===== src/rtl/rw_trace_fifo.sv =====
// Write-back trace FIFO: captures committed register writes, tags them with a
// sequence number (when RW_TRACE_SEQ_EN is defined) and drops on overflow without stalling.
module rw_trace_fifo #(
  parameter int DEPTH  = 8,
  parameter int ADDR_W = 4,
  parameter int DATA_W = 32,
  parameter int SEQ_W  = 16
) (
  input  logic                   clk,
  input  logic                   rst,
  input  logic                   wb_en,
  input  logic [ADDR_W-1:0]      wb_addr,
  input  logic [DATA_W-1:0]      wb_data,
  output logic                   trace_valid,
  input  logic                   trace_ready,
  output logic [ADDR_W-1:0]      trace_addr,
  output logic [DATA_W-1:0]      trace_data,
  output logic [SEQ_W-1:0]       trace_seq,
  output logic [$clog2(DEPTH):0] count,
  output logic                   full,
  output logic                   empty,
  output logic [15:0]            drop_cnt
);

  localparam int PTR_W = $clog2(DEPTH);
  localparam int CNT_W = PTR_W + 1;
  localparam logic [CNT_W-1:0] FULL_CNT = CNT_W'(DEPTH);
  localparam logic [15:0]      DROP_MAX = '1;

  logic [ADDR_W-1:0] mem_addr_q [DEPTH];
  logic [DATA_W-1:0] mem_data_q [DEPTH];

  logic [PTR_W-1:0] wr_ptr_q, wr_ptr_d;
  logic [PTR_W-1:0] rd_ptr_q, rd_ptr_d;
  logic [CNT_W-1:0] count_q, count_d;
  logic [15:0]      drop_cnt_q, drop_cnt_d;

  logic empty_w, full_w, pop, push_ok;

`ifdef RW_TRACE_SEQ_EN
  logic [SEQ_W-1:0] mem_seq_q [DEPTH];
  logic [SEQ_W-1:0] seq_ctr_q, seq_ctr_d;
`endif

  always_comb begin
    empty_w = (count_q == '0);
    full_w  = (count_q == FULL_CNT);
    pop     = ~empty_w & trace_ready;
    // A full FIFO still accepts when the head leaves in the same cycle.
    push_ok = wb_en & (~full_w | pop);
  end

  always_comb begin
    wr_ptr_d   = wr_ptr_q;
    rd_ptr_d   = rd_ptr_q;
    count_d    = count_q;
    drop_cnt_d = drop_cnt_q;

    if (push_ok) wr_ptr_d = wr_ptr_q + PTR_W'(1);
    if (pop)     rd_ptr_d = rd_ptr_q + PTR_W'(1);

    unique case ({push_ok, pop})
      2'b10:   count_d = count_q + CNT_W'(1);
      2'b01:   count_d = count_q - CNT_W'(1);
      default: count_d = count_q;
    endcase

    if (wb_en && !push_ok && (drop_cnt_q != DROP_MAX))
      drop_cnt_d = drop_cnt_q + 16'd1;
  end

`ifdef RW_TRACE_SEQ_EN
  // Counts every attempted push so dropped writes leave gaps in trace_seq.
  always_comb begin
    seq_ctr_d = seq_ctr_q;
    if (wb_en) seq_ctr_d = seq_ctr_q + SEQ_W'(1);
  end
`endif

  always_ff @(posedge clk) begin
    if (rst) begin
      wr_ptr_q   <= '0;
      rd_ptr_q   <= '0;
      count_q    <= '0;
      drop_cnt_q <= '0;
`ifdef RW_TRACE_SEQ_EN
      seq_ctr_q  <= '0;
`endif
    end else begin
      wr_ptr_q   <= wr_ptr_d;
      rd_ptr_q   <= rd_ptr_d;
      count_q    <= count_d;
      drop_cnt_q <= drop_cnt_d;
`ifdef RW_TRACE_SEQ_EN
      seq_ctr_q  <= seq_ctr_d;
`endif
    end
  end

  always_ff @(posedge clk) begin
    if (!rst && push_ok) begin
      mem_addr_q[wr_ptr_q] <= wb_addr;
      mem_data_q[wr_ptr_q] <= wb_data;
`ifdef RW_TRACE_SEQ_EN
      mem_seq_q[wr_ptr_q]  <= seq_ctr_q;
`endif
    end
  end

  always_comb begin
    trace_valid = ~empty_w;
    trace_addr  = empty_w ? '0 : mem_addr_q[rd_ptr_q];
    trace_data  = empty_w ? '0 : mem_data_q[rd_ptr_q];
`ifdef RW_TRACE_SEQ_EN
    trace_seq   = empty_w ? '0 : mem_seq_q[rd_ptr_q];
`else
    trace_seq   = '0;
`endif
    count       = count_q;
    full        = full_w;
    empty       = empty_w;
    drop_cnt    = drop_cnt_q;
  end

endmodule

===== config.mk =====
export PLATFORM = sky130hd
export DESIGN_NAME = rw_trace_fifo
export DESIGN_NICKNAME = d
export VERILOG_FILES = /design/src/rtl/rw_trace_fifo.sv
export SDC_FILE = /design/constraint.sdc
export NUM_CORES = 1
export LEC_CHECK = 0
export BUFFER_PORTS_ARGS = -buffer_cell sky130_fd_sc_hd__buf_2
export CORE_MARGIN = 2
export CORE_UTILIZATION = 55
export CTS_BUF_LIST = sky130_fd_sc_hd__clkbuf_4 sky130_fd_sc_hd__clkbuf_8
export DETAILED_ROUTE_END_ITERATION = 10
export GPL_TIMING_DRIVEN = 0
export PLACE_DENSITY = 0.85
export SLEW_MARGIN = 40
export SYNTH_ARGS = -nofsm -noshare
export SYNTH_HDL_FRONTEND = slang
export SYNTH_SLANG_ARGS = --single-unit

===== constraint.sdc =====
create_clock -name clk -period 7.1 [get_ports clk]
set_input_delay 0.71 -clock clk [delete_from_list [all_inputs] [get_ports clk]]
set_output_delay 0.71 -clock clk [all_outputs]
set_load 0.03 [all_outputs]

==> flow_summary.toml <==
[place]
numPortBuffers = 98
gp_congestion = 0.787
hpwl_um = 17600

[grt]
antenna_found_initial = 4
track_usage = 0.224
first_global_vias = 7132
grt_max_degree = 17
grt_pass1_wl_um = 40400
grt-ovfl-total = 0

[cts]
clk_pin_slew_ns = 0.06
post_cts.repair.setup_buffers = 0
cts_sinks = 317
cts_buffers = 48
ctsRootBufferMaster = "clkbuf_8"
clk_latency_ns = 0.56
cts_tree = "yes"
htreeDepth = 2
post_cts_resized = 0
cts_hold_buf = 0
cts.path.max_buffers = 3

[setup_path]
crit_type = "flip-flop to output port"
required_ns = 6.39
cp-start-kind = "flip-flop"
r2r_slack_ns = 4.18
max_stage_delay_ns = 0.65
cp_data_arrival_time_ns = 2.89
cp_max_fo = 10
cp_slowest_cell = "clkbuf_1"
crit_chain = "clkbuf_1 > clkbuf_1 > mux4_2 > mux2i_1 > nor2_1 > buf_2"
critPathMostFrequentCell = "clkbuf_1"
crit_path_end_kind = "output port"

[logic_synthesis]
synth-seq-cells = 317
syn_avg_cell_area_um2 = 19.1
ys_async_sr_fraction = 0
synth_area_um2 = 12600
ys_types = 51
synth_flop_cell = "edfxtp_1"
synth_warnings = 0
syn-instance-count = 660
synth_edf_count = 288
yosysSeqAreaShare = 0.731

[floorplanning]
initial_utilization = 0.559
fp.dieW_um = 155
ioPinCount = 115
coreArea_um2 = 22600
fp.dieH_um = 155
dieArea_um2 = 24200
fp-row-count = 55

[pwr]
leakage_nw = 5.12
vdd_ir_drop_max_v = 0.000166
power_per_cell_area_nw_per_um2 = 312

[finish]
drive_gt1_frac = 0.378
final_nets = 911
final_core_util = 0.658
area_growth_pct = 17.7

[job]
max_cap_viol_count = 0

[sta]
worst_pin_slew_ns = 0.834
finalSetupViolations = 0
clock.fmax_mhz = 278
slew_viol_final = 0
period_share = 0.507
fin_tns_setup_ns = 0
period_minus_slack_ns = 3.60
rsz0062_at_grt = "false"
finalHoldViolCount = 0
relSlewSlack = 0.444
fin_hold_ws_ns = 0.413
finalClockSkew_ns = 0.0229

[route]
drtAntennaViolNets = 0
dr.pass1.iters = 5
avgViaCountPerCell = 5.86
drtIter0Drc = 652
wl_per_cell_um = 22.3
vias = 6965
wl_um = 26500
drt_drc_violations_left = 0

[outcome]
status = "completed"

[min_path]
hp-class = "input pin to flip-flop"
[layer usage]
layer | vias up | global-route usage | routed length (um)
met3 | 53 | 0.0507 | 2050
li1 | 3065 | - | -
met4 | 4 | 0.0765 | 513
met5 | - | 0 | 21
met2 | 315 | 0.372 | 13500
met1 | 3528 | 0.296 | 10400
[cell families after synthesis]
logic type                 synth area share
other                              0.000297
muxes                                 0.164
adders and majority gates           0.00654
and+or+nand+nor                      0.0525
DFF                                   0.731
xor gates and xnor gates            0.00278
buffers and inverters                0.0220
AOI/OAI and AO/OA                    0.0208
[placed cells by master, fill, tap and decap left out, types with 3 or more instances in the layout]
| cell | count |
|---|---|
| mux2_4 | 3 |
| o21ai_1 | 3 |
| buf_2 | 139 |
| buf_8 | 6 |
| nand4_1 | 4 |
| nor2_4 | 4 |
| nand2b_1 | 3 |
| mux2i_1 | 38 |
| and4_1 | 3 |
| nand2_1 | 9 |
| dfxtp_1 | 29 |
| or3_1 | 4 |
| clkbuf_8 | 49 |
| conb_1 | 16 |
| clkbuf_1 | 12 |
| ha_1 | 5 |
| nor3_2 | 3 |
| buf_16 | 3 |
| inv_1 | 6 |
| nand3_1 | 7 |
| buf_4 | 24 |
| a21oi_1 | 18 |
| or4_1 | 11 |
| o31ai_1 | 11 |
| clkbuf_4 | 17 |
| mux4_2 | 72 |
| clkinv_2 | 4 |
| clkinv_1 | 13 |
| edfxtp_1 | 288 |
| xor2_1 | 4 |
| nor2_1 | 54 |
[state kept, by name, indices dropped and copies added (netlist names), named ones only]
name        cells
mem_addr_q     32
drop_cnt       16
count           4
wr_ptr_q        3
rd_ptr_q        3
mem_data_q    256
[per-stage QoR]
stage	std cells	power (mW)	instance area [um^2]	setup WS, ns
floorplan	675	2.92	12700	1.89
global placement	1058	3.21	13500	-1.65
detailed placement	1100	3.25	13900	3.88
CTS	1186	4.68	14900	3.49
global route	1187	4.81	14900	3.42
finish	1188	4.64	14900	3.50
[cell usage after synthesis (5+ instances only)]
cell type  instances  area [um^2]
edfxtp_1         288         8650
mux4_2            72         1620
nor2_1            58          218
mux2i_1           38          380
dfxtp_1           29          581
a21oi_1           18         90.1
buf_4             16          120
buf_2             15         75.1
clkbuf_1          12         45.0
o31ai_1           11         82.6
or4_1             11         82.6
nand2_1            9         33.8
nand3_1            7         35.0
inv_1              6         22.5
ha_1               5         62.6
[where the power goes]
part | internal [mW] | switching [mW] | total, mW | leakage [nW]
logic | 0.381 | 0.715 | 1.10 | 1.80
registers | 2.08 | 0.0298 | 2.11 | 2.84
clock network | 0.765 | 0.667 | 1.43 | 0.481
[worst paths after layout]
check                    from  depth (start not counted)                end
setup / recovery    flip-flop                          6      trace_data[2]
hold / removal     wb_data[5]                          1   mem_data_q[2][5]
setup reg to reg     count[0]                          7  mem_data_q[4][13]
hold reg to reg   drop_cnt[7]                          2        drop_cnt[7]
[critical path: cells and delay by family, from the launching register on]
kind,cells,cell delay [ns]
buffers and inverters,3,1.31
and+or+nand+nor,1,0.08
DFF,1,0.30
muxes,2,0.63
[area by class of cell]
type	instances	area [um^2]
inverters	7	26.3
flip-flops and latches	317	9230
clock buffers	66	802
plain buffers	46	254
fillers	1475	7710
repair buffers	140	848
clock inverters	20	114
well taps	285	357
multi-input cells	305	3230
diodes	2	5.00
No activity file was read; power rests on OpenSTA's default activity.
